[config.mk]
export PLATFORM = sky130hd
export DESIGN_NAME = addsub_arb
export DESIGN_NICKNAME = d
export VERILOG_FILES = /design/src/rtl/addsub_arb_pkg.sv /design/src/rtl/addsub_unit.sv /design/src/rtl/addsub_arb.sv
export SDC_FILE = /design/constraint.sdc
export NUM_CORES = 1
export LEC_CHECK = 0
export BUFFER_PORTS_ARGS = -buffer_cell sky130_fd_sc_hd__buf_2
export CORE_UTILIZATION = 30
export DETAILED_ROUTE_END_ITERATION = 6
export GPL_TIMING_DRIVEN = 1
export PLACE_DENSITY_LB_ADDON = 0.2
export SKIP_CTS_REPAIR_TIMING = 1
export SYNTH_ARGS = -nofsm -noshare
export SYNTH_HDL_FRONTEND = slang
export SYNTH_SLANG_ARGS = --single-unit
[constraint.sdc]
create_clock -name clk -period 3.33 [get_ports clk]
set_input_delay 0.4995 -clock clk [delete_from_list [all_inputs] [get_ports clk]]
set_output_delay 0.4995 -clock clk [all_outputs]
set_load 0.02 [all_outputs]
[src/rtl/addsub_arb_pkg.sv]
// addsub_arb_pkg: shared types and constants for the add/sub arbiter slice.
//   state_e        - sequencer FSM states (idle, execute, respond)
//   OP_ADD/OP_SUB  - opcode encodings for the sub inputs
package addsub_arb_pkg;

    typedef enum logic [1:0] {
        StIdle = 2'd0,
        StExec = 2'd1,
        StResp = 2'd2
    } state_e;

    localparam logic OP_ADD = 1'b0;
    localparam logic OP_SUB = 1'b1;

endpackage

[src/rtl/addsub_unit.sv]
// addsub_unit: purely combinational signed add/subtract of two W-bit operands.
//   a, b    in  W : two's complement operands
//   sub     in  1 : OP_ADD computes a+b, OP_SUB computes a-b
//   result  out W : low W bits of the result (saturated when ADDSUB_SAT_EN is defined)
//   ovf     out 1 : signed overflow
// Build option: ADDSUB_SAT_EN clamps the result to the signed range on overflow.
module addsub_unit
    import addsub_arb_pkg::*;
#(
    parameter int unsigned W = 8
) (
    input  logic [W-1:0] a,
    input  logic [W-1:0] b,
    input  logic         sub,
    output logic [W-1:0] result,
    output logic         ovf
);

    logic [W:0] a_ext;
    logic [W:0] b_ext;
    logic [W:0] sum;

    always_comb begin
        a_ext = {a[W-1], a};
        b_ext = {b[W-1], b};
        sum   = (sub == OP_SUB) ? (a_ext - b_ext) : (a_ext + b_ext);
        // The W+1 bit sum holds the true sign in its MSB; a mismatch with bit W-1 is exactly
        // the case where equal-sign adds (or unequal-sign subs) flip away from a's sign.
        ovf   = sum[W] ^ sum[W-1];
`ifdef ADDSUB_SAT_EN
        if (ovf) begin
            // sum[W] is the sign of the unbounded result: 0 means positive overflow.
            result = sum[W] ? {1'b1, {(W-1){1'b0}}} : {1'b0, {(W-1){1'b1}}};
        end else begin
            result = sum[W-1:0];
        end
`else
        result = sum[W-1:0];
`endif
    end

endmodule

[src/rtl/addsub_arb.sv]
// addsub_arb: round-robin arbiter and sequencer in front of a single addsub_unit.
//   clk, rst              : clock, asynchronous active-high reset
//   req_valid/req_ready   : per-requester command handshake (2 bits each)
//   a0,b0,sub0 / a1,b1,sub1 : requester commands
//   rsp_valid/rsp_ready   : per-requester response handshake (2 bits each)
//   rsp_data, rsp_ovf     : registered result and signed-overflow flag, shared by both ports
//   busy                  : high whenever the FSM is not idle
// Build option: ADDSUB_SAT_EN (inside addsub_unit) selects saturating results.
module addsub_arb
    import addsub_arb_pkg::*;
#(
    parameter int unsigned W = 8
) (
    input  logic         clk,
    input  logic         rst,
    input  logic [1:0]   req_valid,
    output logic [1:0]   req_ready,
    input  logic [W-1:0] a0,
    input  logic [W-1:0] b0,
    input  logic         sub0,
    input  logic [W-1:0] a1,
    input  logic [W-1:0] b1,
    input  logic         sub1,
    output logic [1:0]   rsp_valid,
    input  logic [1:0]   rsp_ready,
    output logic [W-1:0] rsp_data,
    output logic         rsp_ovf,
    output logic         busy
);

    state_e state_q, state_d;

    logic         ptr_q;
    logic         w_q;
    logic [W-1:0] a_q;
    logic [W-1:0] b_q;
    logic         sub_q;
    logic [W-1:0] data_q;
    logic         ovf_q;

    logic         any_req;
    logic         win;
    logic         accept;
    logic [W-1:0] unit_result;
    logic         unit_ovf;

    // Winner: pointer breaks ties, a lone request wins regardless of the pointer.
    always_comb begin
        any_req = |req_valid;
        if (req_valid == 2'b11) begin
            win = ptr_q;
        end else begin
            win = req_valid[1];
        end
        accept = (state_q == StIdle) && any_req;
    end

    // State register
    always_ff @(posedge clk or posedge rst) begin
        if (rst) begin
            state_q <= StIdle;
        end else begin
            state_q <= state_d;
        end
    end

    // Next-state logic
    always_comb begin
        state_d = state_q;
        unique case (state_q)
            StIdle: if (any_req) state_d = StExec;
            StExec: state_d = StResp;
            StResp: if (rsp_ready[w_q]) state_d = StIdle;
            default: state_d = StIdle;
        endcase
    end

    // Output logic
    always_comb begin
        req_ready = 2'b00;
        rsp_valid = 2'b00;
        // Held low while rst is asserted so the handshake cannot fire during reset.
        if (accept && !rst) begin
            req_ready[win] = 1'b1;
        end
        if (state_q == StResp) begin
            rsp_valid[w_q] = 1'b1;
        end
        busy = (state_q != StIdle);
    end

    // Command latch and round-robin pointer
    always_ff @(posedge clk or posedge rst) begin
        if (rst) begin
            ptr_q <= 1'b0;
            w_q   <= 1'b0;
            a_q   <= '0;
            b_q   <= '0;
            sub_q <= OP_ADD;
        end else if (accept) begin
            ptr_q <= ~win;
            w_q   <= win;
            a_q   <= win ? a1 : a0;
            b_q   <= win ? b1 : b0;
            sub_q <= win ? sub1 : sub0;
        end
    end

    addsub_unit #(
        .W (W)
    ) u_addsub_unit (
        .a      (a_q),
        .b      (b_q),
        .sub    (sub_q),
        .result (unit_result),
        .ovf    (unit_ovf)
    );

    // Result registers, loaded once in EXEC and held through RESP
    always_ff @(posedge clk or posedge rst) begin
        if (rst) begin
            data_q <= '0;
            ovf_q  <= 1'b0;
        end else if (state_q == StExec) begin
            data_q <= unit_result;
            ovf_q  <= unit_ovf;
        end
    end

    assign rsp_data = data_q;
    assign rsp_ovf  = ovf_q;

endmodule

== Yosys cells after proc, flatten, opt, wreduce, memory -nomap -nowiden ==
Cells that the tools add are included.

* Latch bits: 0
* Word-level logic and storage cells: 46
* Register bits: 30
* Bits in writable memories: 0
* Memories: 0
* Bits in read-only memories: 0

* Add/subtract/negate cells: 2
* Div/mod/pow operators: 0
* Equality and inequality tests: 5
* Shift operators: 0
* Magnitude comparators: 4
* Muxes and demuxes: 16
* Bitwise operators: 2
* Reduce and logical (&&, ||, !) cells: 9
* Multiply operators: 0

{| class="wikitable"
|+ Operator list
! kind !! count
|-
| $mux W8 || 2
|-
| $add A8 B8 Y9 || 1
|-
| $mux W9 || 1
|-
| $sub A8 B8 Y9 || 1
|-
| $mux W2 || 4
|-
| $mux W1 || 6
|-
| $pmux W2 S3 || 1
|-
| $eq A2 B2 Y1 const B || 2
|-
| $logic_and A1 B1 Y1 || 4
|-
| $lt A1 B2 Y1 const B || 2
|-
| $ne A2 B2 Y1 const B || 2
|-
| $demux W1 S1 || 2
|-
| $eq A2 B1 Y1 const B || 1
|-
| $ge A1 B1 Y1 const B || 2
|-
| $logic_not A2 Y1 || 1
|-
| $reduce_and A2 Y1 || 1
|-
| $reduce_bool A2 Y1 || 1
|-
| $reduce_or A2 Y1 || 1
|-
| $logic_not A1 Y1 || 1
|-
| $not A1 Y1 || 1
|-
| $xor A1 B1 Y1 || 1
|}

== Longest topological paths before layout ==
* Depth after elaboration: 7
* Depth in mapped cells: 11
* Depth with buffers taken out: 11

== Modules after synthesis ==
From an unflattened synthesis, not the netlist that was laid out.

* Cell total of the unflattened synthesis: 210
* Area, all modules: 1991.9 sq um

{| class="wikitable"
|+ By module, submodules not included
! module !! cells an instance !! area an instance (sq um) !! seq. area each (sq um) !! instances
|-
| addsub_arb || 142 || 1492.7 || 750.7 || 1
|-
| addsub_unit || 68 || 499.2 || 0.0 || 1
|}

== Worst setup path after synthesis ==
No wires, ideal clock.

* Path type: reg2reg
* Start: register b_q[2]
* End: register ovf_q (netlist: rsp_ovf)
* Library setup time: 0.076 ns
* Required time: 3.254 ns
* Arrival: 2.638 ns
* Setup slack: 0.616 ns
* Cell stages (with the launch flop): 10
* Cell sequence: dfrtp_1 -> nor4_1 -> a21oi_1 -> xnor2_1 -> ha_1 -> a2111o_1 -> o21ai_1 -> xor2_1 -> xnor3_1 -> o21ai_1

* Longest elaborated chain between the ends: 3
* Elaborated cells between the ends (all ways): 4

{| class="wikitable"
|+ RTL lines
! item !! line !! text
|-
| start: declaration || addsub_arb.sv:36 || <nowiki>logic [W-1:0] b_q;</nowiki>
|-
| start signal: assignment || addsub_arb.sv:104 || <nowiki>b_q <= win ? b1 : b0;</nowiki>
|-
| $add A8 B8 Y9 / $sub A8 B8 Y9 (equally long branches) || addsub_unit.sv:26 || <nowiki>sum = (sub == OP_SUB) ? (a_ext - b_ext) : (a_ext + b_ext);</nowiki>
|-
| $mux W9 * || addsub_unit.sv:26 ||
|-
| $xor A1 B1 Y1 * || addsub_unit.sv:29 || <nowiki>ovf = sum[W] ^ sum[W-1];</nowiki>
|-
| end signal: assignment || addsub_arb.sv:126 || <nowiki>ovf_q <= unit_ovf;</nowiki>
|-
| end: declaration || addsub_arb.sv:39 || <nowiki>logic ovf_q;</nowiki>
|}

Every way passes the cells marked *; elsewhere a longest branch is shown, timed or not.
A chain may end at the register's enable or synchronous reset.

== Worst setup path in the final report ==
Ends and elaborated chain as after synthesis.

==> results.yml <==
status:
  outcome: "completed"
global_routing:
  grt_pass1_wl_um: 6624
  grt_overflow_total: 0
  grt_start_max_net_pins: 31
  grt_pass1_vias: 1390
  grt.total_usage: 0.1434
  antenna_found_initial: 0
route:
  firstDrtPassIters: 5
  viasPerCell: 4.868
  wire_per_inst_um: 12.93
  ant_nets: 0
  drc: 0
  via_count: 1475
  first_iter_violations: 113
  routed_wl_um: 3918
timing:
  drv_slew: 0
  rsz0062_at_grt: "no"
  finalSetupViolCount: 0
  fmaxAchievable_ghz: 0.3302
  setup_tns_ps: 0
  timing.final.crit_share: 0.9093
  period_needed_ps: 3028
  slew_headroom: 0.6094
  setup_slack_ps: 302.0
  hold_viol: 0
  tightest_slew_ps: 585.8
  skew_ps: 10.55
worst_setup_path:
  crit_type: "reg -> reg"
  end_kind: "flop"
  cpMaxStageDelayCell: "nor4_1"
  r2r_cells: 10
  slowest_delay_ps: 470
  cp.required_ps: 3530
  timing.rr.end: "rsp_ovf$_DFFE_PP0N_"
  start_kind: "flop"
  reg2reg_slack_ps: 300
  reg2reg_from: "b_q[2]$_DFFE_PP0P_"
  critPathMaxFanout: 6
  critical_path_arrival_ps: 3230
  worstPathCellList: "nor4_1, a21oi_1, xnor2_1, ha_1, a2111oi_0, a21oi_1, o21ai_1, xor2_1, xnor3_1, o21ai_1"
synth:
  async_reset_ff_frac: 1.000
  synth_seq_cells: 30
  syn_area_um2: 1719
  synth_seq_area_share: 0.4367
  synthFlopType: "dfrtp_1"
  synthCells: 173
  synth_edf_count: 0
  yosys.cell_types.count: 34
  syn-num-nets: 223
  synth.avg_cell_area_um2: 9.937
  synth-warning-count: 0
power:
  p_per_area_nw_per_um2: 1313
  combPwrFrac: 0.645
  p_clk_frac: 0.108
  peakVddDrop_v: 0.0003299
  switching_share: 0.4383
  p_seq_frac: 0.247
  p_leak_uw: 0.001128
  p_sw_uw: 1251
  p_int_uw: 1603
floorplan:
  die_area_um2: 6037
  die-height_um: 77.70
  die-width_um: 77.70
  pin_count: 54
  rows: 27
  design.core.area_um2: 5507
  initial_utilization: 0.3122
worst_hold_path:
  min_path_type: "in -> async"
layout:
  diodes: 0
  area_growth_pct: 26.42
  final_nets: 280
  mostFrequentLayoutCell: "buf_2"
  layout_common_cells: "53 x buf_2, 30 x dfrtp_1, 28 x inv_1"
  drive_gt1_frac: 0.3074
cts:
  cts_root_buf: "clkbuf_8"
  h-tree-depth: 2
  tritoncts: "built"
  clk_path_buf_depth: 2
  clk_pin_slew_ps: 70
  clk-insertion-delay-late_ps: 290
  clkSinkCount: 30
  numCtsBuffers: 5
place:
  hpwl_um: 2942
  dp_slack_ps: 358.9
  gp_congestion: 0.7401
  io_buffers: 53
flow_run:
  drv_cap: 0
[state kept, by name, summed over array words and instances, names as in the netlist]
register	cells
a_q	8
rsp_data	8
w_q	1
state_q	2
b_q	8
ptr_q	1
rsp_ovf	1
sub_q	1
[worst max-delay path, delay by kind of cell, from the launching register on]
kind            cells  cell delay (ps)
compound gates      5              890
xor+xnor            3              800
fa+ha+maj           1              350
flops               1              440
simple gates        1              470
[logic make-up after synthesis]
logic type / Yosys count / synth area share
flops: 30 / 0.4367
compound gates: 54 / 0.2438
xor+xnor: 12 / 0.06914
fa+ha+maj: 10 / 0.07715
simple gates: 29 / 0.07788
mux: 3 / 0.01892
buf+inv: 35 / 0.07642
[stage by stage]
| step | cells | hold slack (ps) | cell area (um^2) | power (uW) | utilization |
|---|---|---|---|---|---|
| 2_1_floorplan | 173 | 463.2 | 1719 | 2166 | - |
| 3_3_place_gp | 295 | 459.8 | 2078 | 2544 | 0.3774 |
| 3_5_place_dp | 295 | 467.1 | 2078 | 2565 | 0.3774 |
| 4_1_cts | 303 | 406.3 | 2173 | 2881 | 0.3947 |
| 5_1_grt | 303 | 418.2 | 2173 | 3154 | 0.3947 |
| 6_report | 303 | 383.1 | 2173 | 2854 | 0.3947 |
[metal layers]
layer	vias to the layer above	GRT usage	wire, um
met4	0	0.04528	31
li1	743	-	-
met2	39	0.2221	1662
met3	4	0.04353	262
met5	-	0	0
met1	689	0.1905	1962
[final cells by class]
cell class	instances	area [um^2]
fillers	574	3333
multi-input cells	108	837.1
repair buffers	57	295.3
inverters	28	105.1
clock buffers	6	82.58
clock inverters	2	12.51
well taps	72	90.09
flip-flops and latches	30	750.7
[power groups by stage]
stage	sequential, uW	clock (uW)	combinational, uW
floorplan	731	0	1430
global placement	714	0	1830
detailed placement	718	0	1850
CTS	710	316	1850
global route	738	335	2080
finish	704	309	1840
[worst max path at each step]
stage                     cells after the start                  end          startpoint
after global placement                       10  rsp_ovf$_DFFE_PP0N_  b_q[2]$_DFFE_PP0P_
after global routing                         10  rsp_ovf$_DFFE_PP0N_  b_q[2]$_DFFE_PP0P_
after floorplan                               9  rsp_ovf$_DFFE_PP0N_  b_q[2]$_DFFE_PP0P_
after CTS                                    10  rsp_ovf$_DFFE_PP0N_  b_q[2]$_DFFE_PP0P_
after detailed placement                     10  rsp_ovf$_DFFE_PP0N_  b_q[2]$_DFFE_PP0P_
final                                        10  rsp_ovf$_DFFE_PP0N_  b_q[2]$_DFFE_PP0P_
[cells in the mapped netlist, types with 2 or more instances]
master | number | area share
o21ai_0 | 12 | 0.035
a21o_1 | 2 | 0.0087
a21oi_1 | 6 | 0.017
o21ai_1 | 2 | 0.0058
mux2_2 | 2 | 0.013
clkbuf_1 | 7 | 0.015
xor2_1 | 3 | 0.015
a222oi_1 | 17 | 0.099
xnor2_1 | 8 | 0.041
ha_1 | 9 | 0.066
nor3_1 | 2 | 0.0058
nand2b_1 | 5 | 0.018
a211oi_2 | 2 | 0.015
inv_1 | 28 | 0.061
o31ai_1 | 2 | 0.0087
nor2_1 | 10 | 0.022
dfrtp_1 | 30 | 0.44
a211oi_1 | 2 | 0.0087
and2_1 | 2 | 0.0073
nand2_1 | 8 | 0.017
Power figures use the tool's default switching activity.
